`config.mk`:
```
export PLATFORM = sky130hd
export DESIGN_NAME = tristate_line_receiver
export DESIGN_NICKNAME = d
export VERILOG_FILES = /design/src/rtl/tristate_line_receiver.sv
export SDC_FILE = /design/constraint.sdc
export NUM_CORES = 1
export LEC_CHECK = 0
export BUFFER_PORTS_ARGS = -buffer_cell sky130_fd_sc_hd__buf_2
export CAP_MARGIN = 15
export CORE_MARGIN = 4
export CORE_UTILIZATION = 40
export CTS_CLUSTER_DIAMETER = 200
export CTS_CLUSTER_SIZE = 12
export DETAILED_ROUTE_END_ITERATION = 16
export PLACE_DENSITY = 0.64
export SYNTH_ARGS = -nofsm -noshare
export SYNTH_HDL_FRONTEND = slang
export SYNTH_SLANG_ARGS = --single-unit
```
`constraint.sdc`:
```
create_clock -name clk -period 1.51 [get_ports clk]
set_input_delay 0 -clock clk [delete_from_list [all_inputs] [get_ports clk]]
set_output_delay 0 -clock clk [all_outputs]
set_load 0.02 [all_outputs]
```
`src/rtl/tristate_line_receiver.sv`:
```
// rtl/tristate_line_receiver.sv - receive end of the pulled-up half-duplex line
// Two-flop sync, mid-bit sampling, one word per frame with valid/error pulses.
module tristate_line_receiver #(
  parameter int DATA_W     = 8,
  parameter int BIT_CYCLES = 16
) (
  input  logic              clk,
  input  logic              rst,
  input  logic              line_in,
  output logic [DATA_W-1:0] data_out,
  output logic              data_valid,
  output logic              frame_err,
  output logic              busy
);

  localparam int H     = BIT_CYCLES / 2;
  localparam int CNT_W = $clog2(BIT_CYCLES);
  localparam int BIT_W = (DATA_W > 1) ? $clog2(DATA_W) : 1;

  typedef enum logic [2:0] {IDLE, START, DATA, STOP, WAIT_HI} state_t;

  state_t            state, state_n;
  logic              s1, s2;
  logic [CNT_W-1:0]  cnt, cnt_n;
  logic [BIT_W-1:0]  bit_idx, bit_idx_n;
  logic [DATA_W-1:0] shreg, shreg_n, data_n;
  logic              valid_n, err_n;
  logic              cnt_last;

  assign cnt_last = (cnt == CNT_W'(BIT_CYCLES - 1));
  assign busy     = (state != IDLE);

  always_ff @(posedge clk) begin
    if (rst) begin
      state      <= IDLE;
      s1         <= 1'b1;
      s2         <= 1'b1;
      cnt        <= '0;
      bit_idx    <= '0;
      shreg      <= '0;
      data_out   <= '0;
      data_valid <= 1'b0;
      frame_err  <= 1'b0;
    end else begin
      state      <= state_n;
      s1         <= line_in;
      s2         <= s1;
      cnt        <= cnt_n;
      bit_idx    <= bit_idx_n;
      shreg      <= shreg_n;
      data_out   <= data_n;
      data_valid <= valid_n;
      frame_err  <= err_n;
    end
  end

  always_comb begin
    state_n   = state;
    cnt_n     = cnt + CNT_W'(1);
    bit_idx_n = bit_idx;
    shreg_n   = shreg;
    data_n    = data_out;
    valid_n   = 1'b0;
    err_n     = 1'b0;
    case (state)
      IDLE: begin
        cnt_n = '0;
        if (!s2) state_n = START;
      end
      // A start bit that is no longer low at mid-bit is treated as a glitch.
      START: begin
        if (cnt == CNT_W'(H - 1)) begin
          cnt_n = '0;
          if (s2) begin
            state_n = IDLE;
          end else begin
            state_n   = DATA;
            bit_idx_n = '0;
          end
        end
      end
      DATA: begin
        if (cnt_last) begin
          cnt_n            = '0;
          shreg_n[bit_idx] = s2;
          if (bit_idx == BIT_W'(DATA_W - 1)) state_n = STOP;
          else bit_idx_n = bit_idx + BIT_W'(1);
        end
      end
      STOP: begin
        if (cnt_last) begin
          cnt_n = '0;
          if (s2) begin
            data_n  = shreg;
            valid_n = 1'b1;
            state_n = IDLE;
          end else begin
            err_n   = 1'b1;
            state_n = WAIT_HI;
          end
        end
      end
      // Bus held low after a bad stop: wait for release before hunting again.
      WAIT_HI: begin
        cnt_n = '0;
        if (s2) state_n = IDLE;
      end
      default: begin
        state_n = IDLE;
        cnt_n   = '0;
      end
    endcase
  end

endmodule

```
; After elaboration in Yosys (flattened, before gate mapping)
; Index checks and enable logic that the tools add are counted.
; Widths: inputs -> output; s select.
[classes]
mux = 22
add_sub_neg = 2
bitwise_logic = 2
eq_ne = 15
n_reduce_logical = 10
magnitude_cmp = 2
[ops]
columns = op, count
row1 = $mux 3, 11
row2 = $ne 2x2->1 const B, 8
row3 = $pmux 3 s5, 1
row4 = $bwmux 8, 1
row5 = $mux 4, 2
row6 = $pmux 4 s2, 1
row7 = $eq 3x2->1 const B, 2
row8 = $eq 3x3->1 const B, 2
row9 = $pmux 3 s2, 1
row10 = $reduce_and 6->1, 1
row11 = $reduce_and 5->1, 1
row12 = $add 4x1->4 const B, 1
row13 = $eq 4x3->1 const B, 1
row14 = $eq 4x4->1 const B, 1
row15 = $lt 3x4->1 const B, 1
row16 = $add 3x1->3 const B, 1
row17 = $demux 1 s3, 1
row18 = $eq 3x1->1 const B, 1
row19 = $ge 3x1->1 const B, 1
row20 = $logic_not 3->1, 1
row21 = $mux 1, 3
row22 = $reduce_and 3->1, 1
row23 = $reduce_bool 3->1, 1
row24 = $reduce_or 3->1, 1
row25 = 6 further kinds, 7
[word_totals]
input_bits = 3
reg_bits = 30
word_cells = 62
output_inout_bits = 11

; Logic depth before layout (Yosys ltp)
; Gate-level depths: netlist of run 1.
[logic_depth]
ltp_word = 5
ltp_mapped = 5
depth_no_buf = 5

; Worst setup path before layout of run 1
; Ideal clock, no wire load.
[synth_timing]
path_type = register to register
from = register bit_idx[1]
to = register bit_idx[1]
period_less_slack_ns = 1.666
setup_ns = 0.117
stages_incl_launch_ff = 6
slack_ns = -0.156
required_time_ns = 1.393
arrival_ns = 1.548
cell_sequence = dfxtp_1 ha_1 ha_1 or3b_1 or2_1 a32o_1
[synth_between]
elab_chain_len = 4
[synth_lines]
columns = element, line
row1 = "start, declared", 25  ; logic [BIT_W-1:0] bit_idx, bit_idx_n;
row2 = "start signal, assigned", 49  ; bit_idx <= bit_idx_n;
row3 = $add 3x1->3, 87  ; else bit_idx_n = bit_idx + BIT_W'(1);
row4 = $mux 3, 86  ; if (bit_idx == BIT_W'(DATA_W - 1)) state_n = STOP;
row5 = $mux 3, 83  ; if (cnt_last) begin
row6 = $pmux 3 s2, 65  ; case (state)
; Several ways; a longest one is shown, not always the timed one. The select of a mux whose other input is x is not followed.
; A chain may end at the register's enable or synchronous reset.

; Final worst setup path of run 1
; Same ends and word-level chain as after synthesis.

==> results.tsv, run 1 <==
metric	value	unit
p_switching	302	uW
grt_first_pass_wirelength	4.69	mm
period_share	108	%
vdd_ir_drop_max	0.662	mV
clkLatencyLatePin	0.33	ns
drt_iter0_markers	19	
worstHoldPathType	in2reg	
placed_area	1600	um^2
synth_top_family_by_area	simple AND/OR/NAND/NOR gates	
synth_xor_area_share	1.28	%
timing.rr.start	bit_idx[1]$_SDFFE_PP0P_	
ys.flop_type	dfxtp_1	
synthDistinctLibCells	37	
viasPerCell	5.17	
synth.yosys.seq_area_share	43.9	%
synth_compound_area_share	8.05	%
worst_slack	-0.120	ns
status	finished, violations left	
pin_count	14	
rsz0062_at_grt	yes	
synth.area.mux_share	13.2	%
start_kind	flop	
maxCapViolations	0	
design_area	1690	um^2
power.density	796	nW/um^2
cts_tree	built	
grt_usage	14.1	%
min_to	data_valid$_SDFF_PP0_	
swShare	22.4	%
netlist_instances	140	
ys_warn_count	0	
r2r_slack	-0.12	ns
fmax	614	MHz
ant_nets	0	
ff2ff_path_depth	5	
p_int	1.04	mW
vias	1097	
drcViolationCount	0	
fin_crit	1.63	ns
gp_congestion	0.741	
dp_hpwl	1.93	mm
diodes	0	
die_h	66.5	um
grt_max_degree	30	
hold_viol_final	0	
die-area	4420	um^2
synthSimpleGateAreaFrac	26.3	%
comb_power_share	3.7	%
placementRows	20	
p_total	1.34	mW
violations	setup timing	
synth.cell_area	1370	um^2
leakage	0.679	nW
n_fill_cell	323	
drt-total-wl	2.70	mm
die_x	66.5	um
cp-end-kind	flop	
syn2layout_area_growth	23.6	%
critPathKind	reg2reg	
path_clk_slew	0.09	ns
final-setup-viol-count	3	
critical_path_arrival	1.86	ns
io_buffers	13	
pwr-share-clk	37.0	%
wl_per_cell	12.7	um
async_flop_share	0	%
cts_max_level	2	
synth_nets	146	
worst_pin_slew	0.409	ns
final_nets	173	
syn_area_per_cell	9.77	um^2
cts_buffer_depth	2	
synth-edff-count	0	
relSlewSlack	72.7	%
required	1.74	ns
ys_ff_latch	30	
rr_endpoint	bit_idx[1]$_SDFFE_PP0P_	
hold_depth	2	
crit_fanout	3	
min-delay-start	rst	
start_util	43.4	%
cts_root_buf	clkbuf_4	
clock-sinks	30	
grt-ovfl-total	0	
p_seq_share	59.3	%
coreArea	3150	um^2
antenna_found_initial	0	
drive_gt1_share	30.4	%
drt_first_pass_iters	4	
synthAdderAreaFrac	2.74	%
fin_worst_skew	0.0119	ns
slew_viol_final	0	
grt_pass1_vias	1066	
cts_buffers	5	
==> stage by stage <==
stage	TNS [ns]	hold WS, ns	setup slack (ns)	utilization (%)	instances
final	-0.335	0.0803	-0.120	53.6	212
after global routing	-0.675	0.0940	-0.169	53.6	212
after floorplan	-0.321	0.104	-0.112	-	140
after detailed placement	-0.594	0.187	-0.139	50.6	203
after global placement	-0.294	0.186	-0.0834	50.6	203
after CTS	-0.313	0.0748	-0.114	53.5	212
==> synthesized netlist by cell type (2+ instances only) <==
cell | instances | area (um^2)
nand2b_1 | 18 | 113
a21boi_0 | 2 | 15.0
o21ai_0 | 3 | 15.0
xnor2_1 | 2 | 17.5
ha_1 | 3 | 37.5
nor3_1 | 7 | 35.0
nor2_1 | 4 | 15.0
nor2b_1 | 3 | 18.8
or3b_1 | 2 | 17.5
dfxtp_1 | 30 | 601
a32o_1 | 2 | 20.0
nand2_1 | 7 | 26.3
mux2i_1 | 18 | 180
clkbuf_1 | 3 | 11.3
nor4_1 | 7 | 43.8
buf_2 | 4 | 20.0
or2_2 | 2 | 12.5
a21oi_1 | 2 | 10.0
inv_1 | 2 | 7.51
nand3_1 | 2 | 10.0
==> cells by family (layout without fill, tap and decap cells) <==
logic type               count (synthesis)  in the layout
multiplexers                            18             18
flip-flops                              30             30
adder cells (fa/ha/maj)                  3              3
buffers and inverters                   12             40
AO/OA/AOI/OAI                           15             15
XOR/XNOR                                 2              2
AND/OR/NAND/NOR                         60             60
==> worst max-delay path by stage <==
stage	from	cells after the start	end	slack [ns]
CTS	bit_idx[1]$_SDFFE_PP0P_	5	bit_idx[1]$_SDFFE_PP0P_	-0.11
global route	bit_idx[1]$_SDFFE_PP0P_	5	bit_idx[1]$_SDFFE_PP0P_	-0.17
floorplan	bit_idx[1]$_SDFFE_PP0P_	5	bit_idx[2]$_SDFFE_PP0P_	-0.11
finish	bit_idx[1]$_SDFFE_PP0P_	5	bit_idx[1]$_SDFFE_PP0P_	-0.12
detailed placement	bit_idx[1]$_SDFFE_PP0P_	5	bit_idx[1]$_SDFFE_PP0P_	-0.14
global placement	bit_idx[1]$_SDFFE_PP0P_	5	bit_idx[2]$_SDFFE_PP0P_	-0.08
==> flip-flops by register name (all words and copies together), names as in the netlist <==
register    count
frame_err       1
data_valid      1
shreg           8
state           3
s2              1
bit_idx         3
data_out        8
s1              1
cnt             4
==> layer usage <==
layer | up-vias | global-route usage (%) | wire, um | part of all wire (%)
met3 | 7 | 4.22 | 123 | 4.6
li1 | 552 | - | - | -
met1 | 513 | 16.2 | 1210 | 45
met4 | 0 | 6.85 | 56 | 2.1
met5 | - | 0 | 0 | 0
met2 | 25 | 23.8 | 1310 | 49
==> area by class of cell <==
cell class	instances	area, um^2	share of cell area [%]
Clock buffer	7	55.1	3.26
Inverter	2	7.51	0.444
Timing Repair Buffer	30	195	11.5
Sequential cell	30	608	36.0
Clock inverter	1	5.00	0.296
Multi-Input combinational cell	98	764	45.2
Tap cell	44	55.1	3.26
==> power by group through the flow <==
stage | Clock [mW] | Sequential, mW | Combinational [mW]
detailed placement | 0 | 0.815 | 0.0470
floorplan | 0 | 0.816 | 0.0337
global route | 0.553 | 0.799 | 0.0556
CTS | 0.513 | 0.798 | 0.0493
finish | 0.498 | 0.797 | 0.0497
global placement | 0 | 0.815 | 0.0463
==> worst max-delay path: stages (launching register included) <==
cell     delay, ns
dfxtp_4       0.36
ha_4          0.16
ha_4          0.15
or3b_4        0.37
or2_4         0.27
a32o_1        0.22
==> placed cells by master (no fill, tap or decap), types with 2 or more instances in the layout <==
master,synthesis,layout
xnor2_1,2,2
a21boi_0,2,2
nor2_1,4,4
nand2b_1,18,18
clkbuf_4,0,5
nand3_1,2,2
nor2b_1,3,3
mux2i_1,18,18
buf_2,4,13
buf_4,1,16
inv_1,2,2
o21ai_0,3,3
dfxtp_1,30,26
a21oi_1,2,2
nor3_1,7,7
nand2_1,7,7
a32o_1,2,2
ha_4,0,3
or2_2,2,2
nor4_1,7,7
dfxtp_2,0,3
==> timing repair <==
action,4_1_cts,5_1_grt
cloned,0,0
endpoints found under the setup margin,16,15
hold endpoints to repair,1,0
hold buffers,1,0
gates resized for setup,5,4
setup buffers,0,1
pin swaps,2,2
Power figures use the tool's default switching activity.
==> run 2, diff against run 1 <==
ABC_AREA = 1   (was default)
==> results.tsv, run 2 <==
metric	value	unit	change
swShare	35.1	%	+13 points
dp_hpwl	2.01	mm	+4.0%
pwr-share-clk	28.6	%	-8.4 points
placed_area	1470	um^2	-8.2%
stdcell_count	249		+17%
final_nets	211		+22%
viasPerCell	4.88		-5.8%
p_total	2.24	mW	+66%
seq_area	602	um^2	-1.0%
synth_nets	192		+32%
start_util	43.0	%	-0.40 points
fin_crit	1.39	ns	-0.237 ns
placementRows	20		unchanged
slew_viol_final	0		unchanged
design_area	1590	um^2	-5.7%
tns	0	ns	+0.335 ns
die_h	66.2	um	-0.40%
relSlewSlack	66.0	%	-6.8 points
hold_viol_final	0		unchanged
synth.cell_area	1360	um^2	-0.91%
power.density	1400	nW/um^2	+76%
critical_path_buf_inv_count	1		+1
start_kind	flop		
post-place-ws	0.0740	ns	+0.213 ns
cts_buffer_depth	2		unchanged
grt-ovfl-total	0		unchanged
grt_first_pass_wirelength	4.73	mm	+0.87%
vdd_ir_drop_max	0.485	mV	-27%
final-setup-viol-count	0		-3
cts_tree	built		
ys_top_cells_by_area	dfxtp_1 (44%), nor2_1 (12%), nand2_1 (10%)		
postLayoutCoreUtil	50.6	%	-3.1 points
leakage	0.671	nW	-1.3%
clock-sinks	30		unchanged
diodes	0		unchanged
n_fill_cell	322		-0.31%
path_clk_slew	0.09	ns	about the same
netlist_instances	186		+33%
dp_cells	240		+18%
gp_congestion	0.845		+14%
synth.yosys.seq_area_share	44.3	%	+0.41 points
p_switching	784	uW	+160%
fin_worst_skew	0.00904	ns	-0.00291 ns
rsz0062_at_grt	no		
netlist_top_cells_count	nor2_1 (42), nand2_1 (36), dfxtp_1 (30), o21ai_1 (13), inv_1 (10)		
crit_fanout	5		+2
die_x	66.2	um	-0.40%
ys_warn_count	0		unchanged
fmax	718	MHz	+17%
r2r_slack	0.12	ns	+0.24 ns
hold_ws	0.396	ns	+0.316 ns
cp_cell_sequence	ha_1 > ha_1 > inv_1 > nand3_2 > nand2_1 > nand3_1 > nor2_1 > nor2_1		
syn2layout_area_growth	17.6	%	
worst_pin_slew	0.509	ns	+0.101 ns
grt_usage	14.4	%	+0.22 points
async_flop_share	0	%	unchanged
p_int	1.45	mW	+39%
crit_family	simple AND/OR/NAND/NOR gates		
vias	1214		+11%
antenna_found_initial	0		unchanged
ys.flop_type	dfxtp_1		
required	1.73	ns	about the same
critical_path_arrival	1.62	ns	-0.24 ns
synthDistinctLibCells	27		-27%
syn_area_per_cell	7.29	um^2	-25%
wl_per_cell	10.8	um	-15%
multiInputGateArea	692	um^2	-9.5%
drt_first_pass_iters	4		unchanged
worst_slack	0.117	ns	+0.237 ns
cts_max_level	2		unchanged
coreArea	3150	um^2	unchanged
die-area	4380	um^2	-0.80%
final_cell_mix	nor2_1 (42), nand2_1 (35), dfxtp_1 (29), o21ai_1 (13), buf_2 (13)		
worstHoldPathType	in2reg		
crit_slowest_cell	dfxtp_2		
drt_iter0_markers	57		+38
critPathMaxStageDelay	0.35	ns	-0.02 ns
period_share	92.3	%	-16 points
maxCapViolations	0		unchanged
synth-edff-count	0		unchanged
drt-total-wl	2.70	mm	about the same
io_buffers	13		unchanged
yosysTopAreaCell	dfxtp_1		
p_seq_share	41.6	%	-18 points
cp-end-kind	flop		
post_cts_buffers	0		unchanged
status	complete, no violations		
drcViolationCount	0		unchanged
critPathKind	reg2reg		
ys_ff_latch	30		unchanged
cts_root_buf	clkbuf_4		
ant_nets	0		unchanged
cts_buffers	5		unchanged
comb_power_share	29.7	%	+26 points
top_regs	data_out: 8 flops, shreg: 8 flops, cnt: 4 flops		
clkLatencyLatePin	0.33	ns	about the same
final_common_cell	nor2_1		
pin_count	14		unchanged
grt_pass1_vias	1083		+1.6%
grt_max_degree	18		-40%
synth_top_area_share	44.3	%	+0.41 points
yosysMostFrequentCell	nor2_1		
drive_gt1_share	20.0	%	-10 points
[run 2: cell types whose count changed after synthesis, moves of 8 or more]
cell	delta
nor2_1	+38
nand2_1	+29
mux2i_1	-18
nand2b_1	-18
o21ai_1	+13
inv_1	+8
[run 2: worst paths after layout]
path,depth (start not counted),from,endpoint
max,8,bit_idx[1]$_SDFFE_PP0P_,bit_idx[0]$_SDFFE_PP0P_
min,3,line_in,s1$_SDFF_PP1_
max reg2reg,8,bit_idx[1]$_SDFFE_PP0P_,bit_idx[0]$_SDFFE_PP0P_
min reg2reg,1,s1$_SDFF_PP1_,s2$_SDFF_PP1_
[run 2: worst register-to-register path, stage by stage (launching register included)]
cell and delay (ns):
dfxtp_2 0.35, ha_1 0.18, ha_1 0.17, inv_1 0.09, nand3_2 0.12, nand2_1 0.09
nand3_1 0.13, nor2_1 0.12, nor2_1 0.04
[run 2: power by group through the flow]
stage | combinational (mW) | clock, mW | sequential [mW]
after global placement | 0.601 | 0 | 0.941
after CTS | 0.622 | 0.671 | 0.925
after detailed placement | 0.614 | 0 | 0.943
after floorplan | 0.547 | 0 | 0.899
final | 0.665 | 0.640 | 0.930
after global routing | 0.771 | 0.716 | 0.939
[run 2: area by class of cell]
type | count | share of cell area, %
clock buffer | 6 | 3.22
clock inverter | 1 | 1.88
inverter | 15 | 4.00
multi-input combinational | 136 | 43.4
sequential | 30 | 37.8
tap | 44 | 3.45
timing repair buffer | 17 | 6.28
[run 2: cell families after synthesis]
kind of cell               synth area share (%)
and+or+nand+nor                            36.7
xor gates and xnor gates                  0.646
adders and majority gates                  2.77
AOI/OAI and AO/OA                          9.23
buffers and inverters                      6.28
DFF                                        44.3
[run 2: what timing repair did]
| action | in CTS | in global routing |
|---|---|---|
| hold endpoints to repair | 7 | 0 |
| endpoints found under the setup margin | 0 | 9 |
| hold buffers | 2 | 0 |
| gates resized for setup | 0 | 7 |
[run 2: routing by layer]
metal  vias to the layer above  routed length [um]  track usage [%]  part of all wire (%)
li1                        643                   -                -                     -
met1                       531                1300             17.3                    48
met2                        33                1180             22.2                    44
met3                         7                 155             5.10                   5.7
met4                         0                  60             7.61                   2.2
met5                         -                   0                0                     0
==> run 3, diff against run 2 <==
CORE_UTILIZATION = 50   (was 40)
PLACE_DENSITY = 0.76   (was 0.64)
==> results.tsv, run 3 (synthesis gave the netlist of run 2 again) <==
metric	value	unit	change
status	complete, no violations		
slew_viol_final	0		unchanged
antenna_found_initial	0		unchanged
crit_fanout	5		unchanged
relSlewSlack	66.2	%	+0.22 points
die_x	60.1	um	-9.3%
wl_per_cell	11.7	um	+8.2%
min_to	s1$_SDFF_PP1_		
required	1.79	ns	+0.06 ns
gp_congestion	0.843		-0.24%
hold_ws	0.384	ns	-0.0122 ns
period_share	91.6	%	-0.70 points
worstHoldPathType	in2reg		
clkLatencyLatePin	0.34	ns	about the same
final-setup-viol-count	0		unchanged
critical_path_arrival	1.66	ns	+0.04 ns
clock-sinks	30		unchanged
tns	0	ns	unchanged
die-area	3610	um^2	-18%
syn2layout_area_growth	16.3	%	
p_total	2.05	mW	-8.3%
cp-end-kind	flop		
critPathMostFrequentCell	nand2_1		
stdcell_count	237		-4.8%
critPathMaxStageDelay	0.35	ns	about the same
post-place-ws	0.0493	ns	-0.0247 ns
vdd_ir_drop_max	1.18	mV	+140%
grt_first_pass_wirelength	4.95	mm	+4.5%
coreArea	2520	um^2	-20%
final_cell_mix	nor2_1 (40), nand2_1 (36), dfxtp_1 (26), o21ai_1 (13), buf_2 (13)		
fin_worst_skew	0.00864	ns	-0.000396 ns
dp_hpwl	1.93	mm	-3.8%
drt_first_pass_iters	4		unchanged
leakage	0.668	nW	-0.34%
drcViolationCount	0		unchanged
start_kind	flop		
critPathKind	reg2reg		
grt_max_degree	18		unchanged
cts_tree	built		
ff2ff_path_depth	9		+1
timing.rr.start	bit_idx[1]$_SDFFE_PP0P_		
die_h	60.1	um	-9.3%
fin_crit	1.38	ns	-0.0106 ns
grt_pass1_vias	1188		+9.7%
maxCapViolations	0		unchanged
vias	1253		+3.2%
crit_slowest_cell	dfxtp_2		
worst_pin_slew	0.506	ns	-0.00322 ns
hold_viol_final	0		unchanged
ant_nets	0		unchanged
placementRows	18		-10%
drt-total-wl	2.78	mm	+3.0%
grt_usage	18.4	%	+4.1 points
fmax	723	MHz	+0.77%
r2r_slack	0.13	ns	about the same
cts_buffers	5		unchanged
worst_slack	0.128	ns	+0.0106 ns
cts_max_level	2		unchanged
path_clk_slew	0.09	ns	about the same
final_nets	213		+0.95%
start_util	53.7	%	+11 points
hold_depth	3		unchanged
min-delay-start	line_in		
io_buffers	13		unchanged
pin_count	14		unchanged
cp_cell_sequence	ha_1 > ha_1 > inv_1 > nand3_1 > nand2_1 > nor2_4 > nand2_1 > nand2_1 > nor2_1		
grt-ovfl-total	0		unchanged
rr_endpoint	state[1]$_SDFFE_PP0P_		
top_regs	data_out: 8 flops, shreg: 8 flops, cnt: 4 flops		
dp_cells	226		-5.8%
diodes	0		unchanged
power.density	1300	nW/um^2	-7.3%
final_common_cell	nor2_1		
cts_buffer_depth	2		unchanged
viasPerCell	5.29		+8.4%
drt_iter0_markers	52		-8.8%
drive_gt1_share	22.7	%	+2.7 points
cts_root_buf	clkbuf_4		
run 3: repair_timing:
action                                  in CTS  in global routing
buffers inserted                             0                  2
hold endpoints to repair                     7                  0
hold buffers                                 2                  0
resized for setup                            0                 13
endpoints found under the setup margin       0                 20
run 3: power breakdown:
part           total, mW  internal, mW  switching (mW)  leakage, nW
clock network      0.432         0.167           0.266       0.0308
registers          0.941         0.841           0.100        0.245
logic              0.676         0.233           0.443        0.393
run 3: final cells by class:
class	count	area, um^2
clock buffer	5	37.5
multi-input combinational	136	704
tap	30	37.5
inverter	15	63.8
timing repair buffer	19	115
fill	248	946
sequential	30	608
clock inverter	2	10.0
run 3: worst max-delay path: cells and delay by family (launching register included):
| family | cells | cell delay [ns] |
|---|---|---|
| AND/OR/NAND/NOR | 6 | 0.52 |
| flip-flops | 1 | 0.35 |
| adder cells (fa/ha/maj) | 2 | 0.37 |
| buffers and inverters | 1 | 0.08 |
run 3: how the worst max path moves through the flow:
stage	from	end	slack (ns)	depth (start not counted)
6_report	bit_idx[1]$_SDFFE_PP0P_	state[1]$_SDFFE_PP0P_	0.13	9
5_1_grt	cnt[0]$_SDFF_PP0_	shreg[4]$_SDFFE_PP0P_	-0.02	8
4_1_cts	cnt[0]$_SDFF_PP0_	shreg[4]$_SDFFE_PP0P_	0.05	8
3_5_place_dp	cnt[0]$_SDFF_PP0_	shreg[4]$_SDFFE_PP0P_	0.05	8
3_3_place_gp	cnt[0]$_SDFF_PP0_	shreg[4]$_SDFFE_PP0P_	0.12	8
2_1_floorplan	cnt[0]$_SDFF_PP0_	shreg[4]$_SDFFE_PP0P_	0.20	8
run 3: per-stage QoR:
stage	utilization, %	cell area, um^2
2_1_floorplan	-	1360
3_3_place_gp	57.4	1450
3_5_place_dp	57.4	1450
4_1_cts	60.1	1520
5_1_grt	62.5	1580
6_report	62.5	1580
run 3: per-layer routing:
metal	track usage (%)	up-vias	wire length [um]
met5	0	-	0
met4	12.0	0	75
met3	4.54	8	196
met2	28.7	49	1320
met1	22.3	554	1190
li1	-	642	-
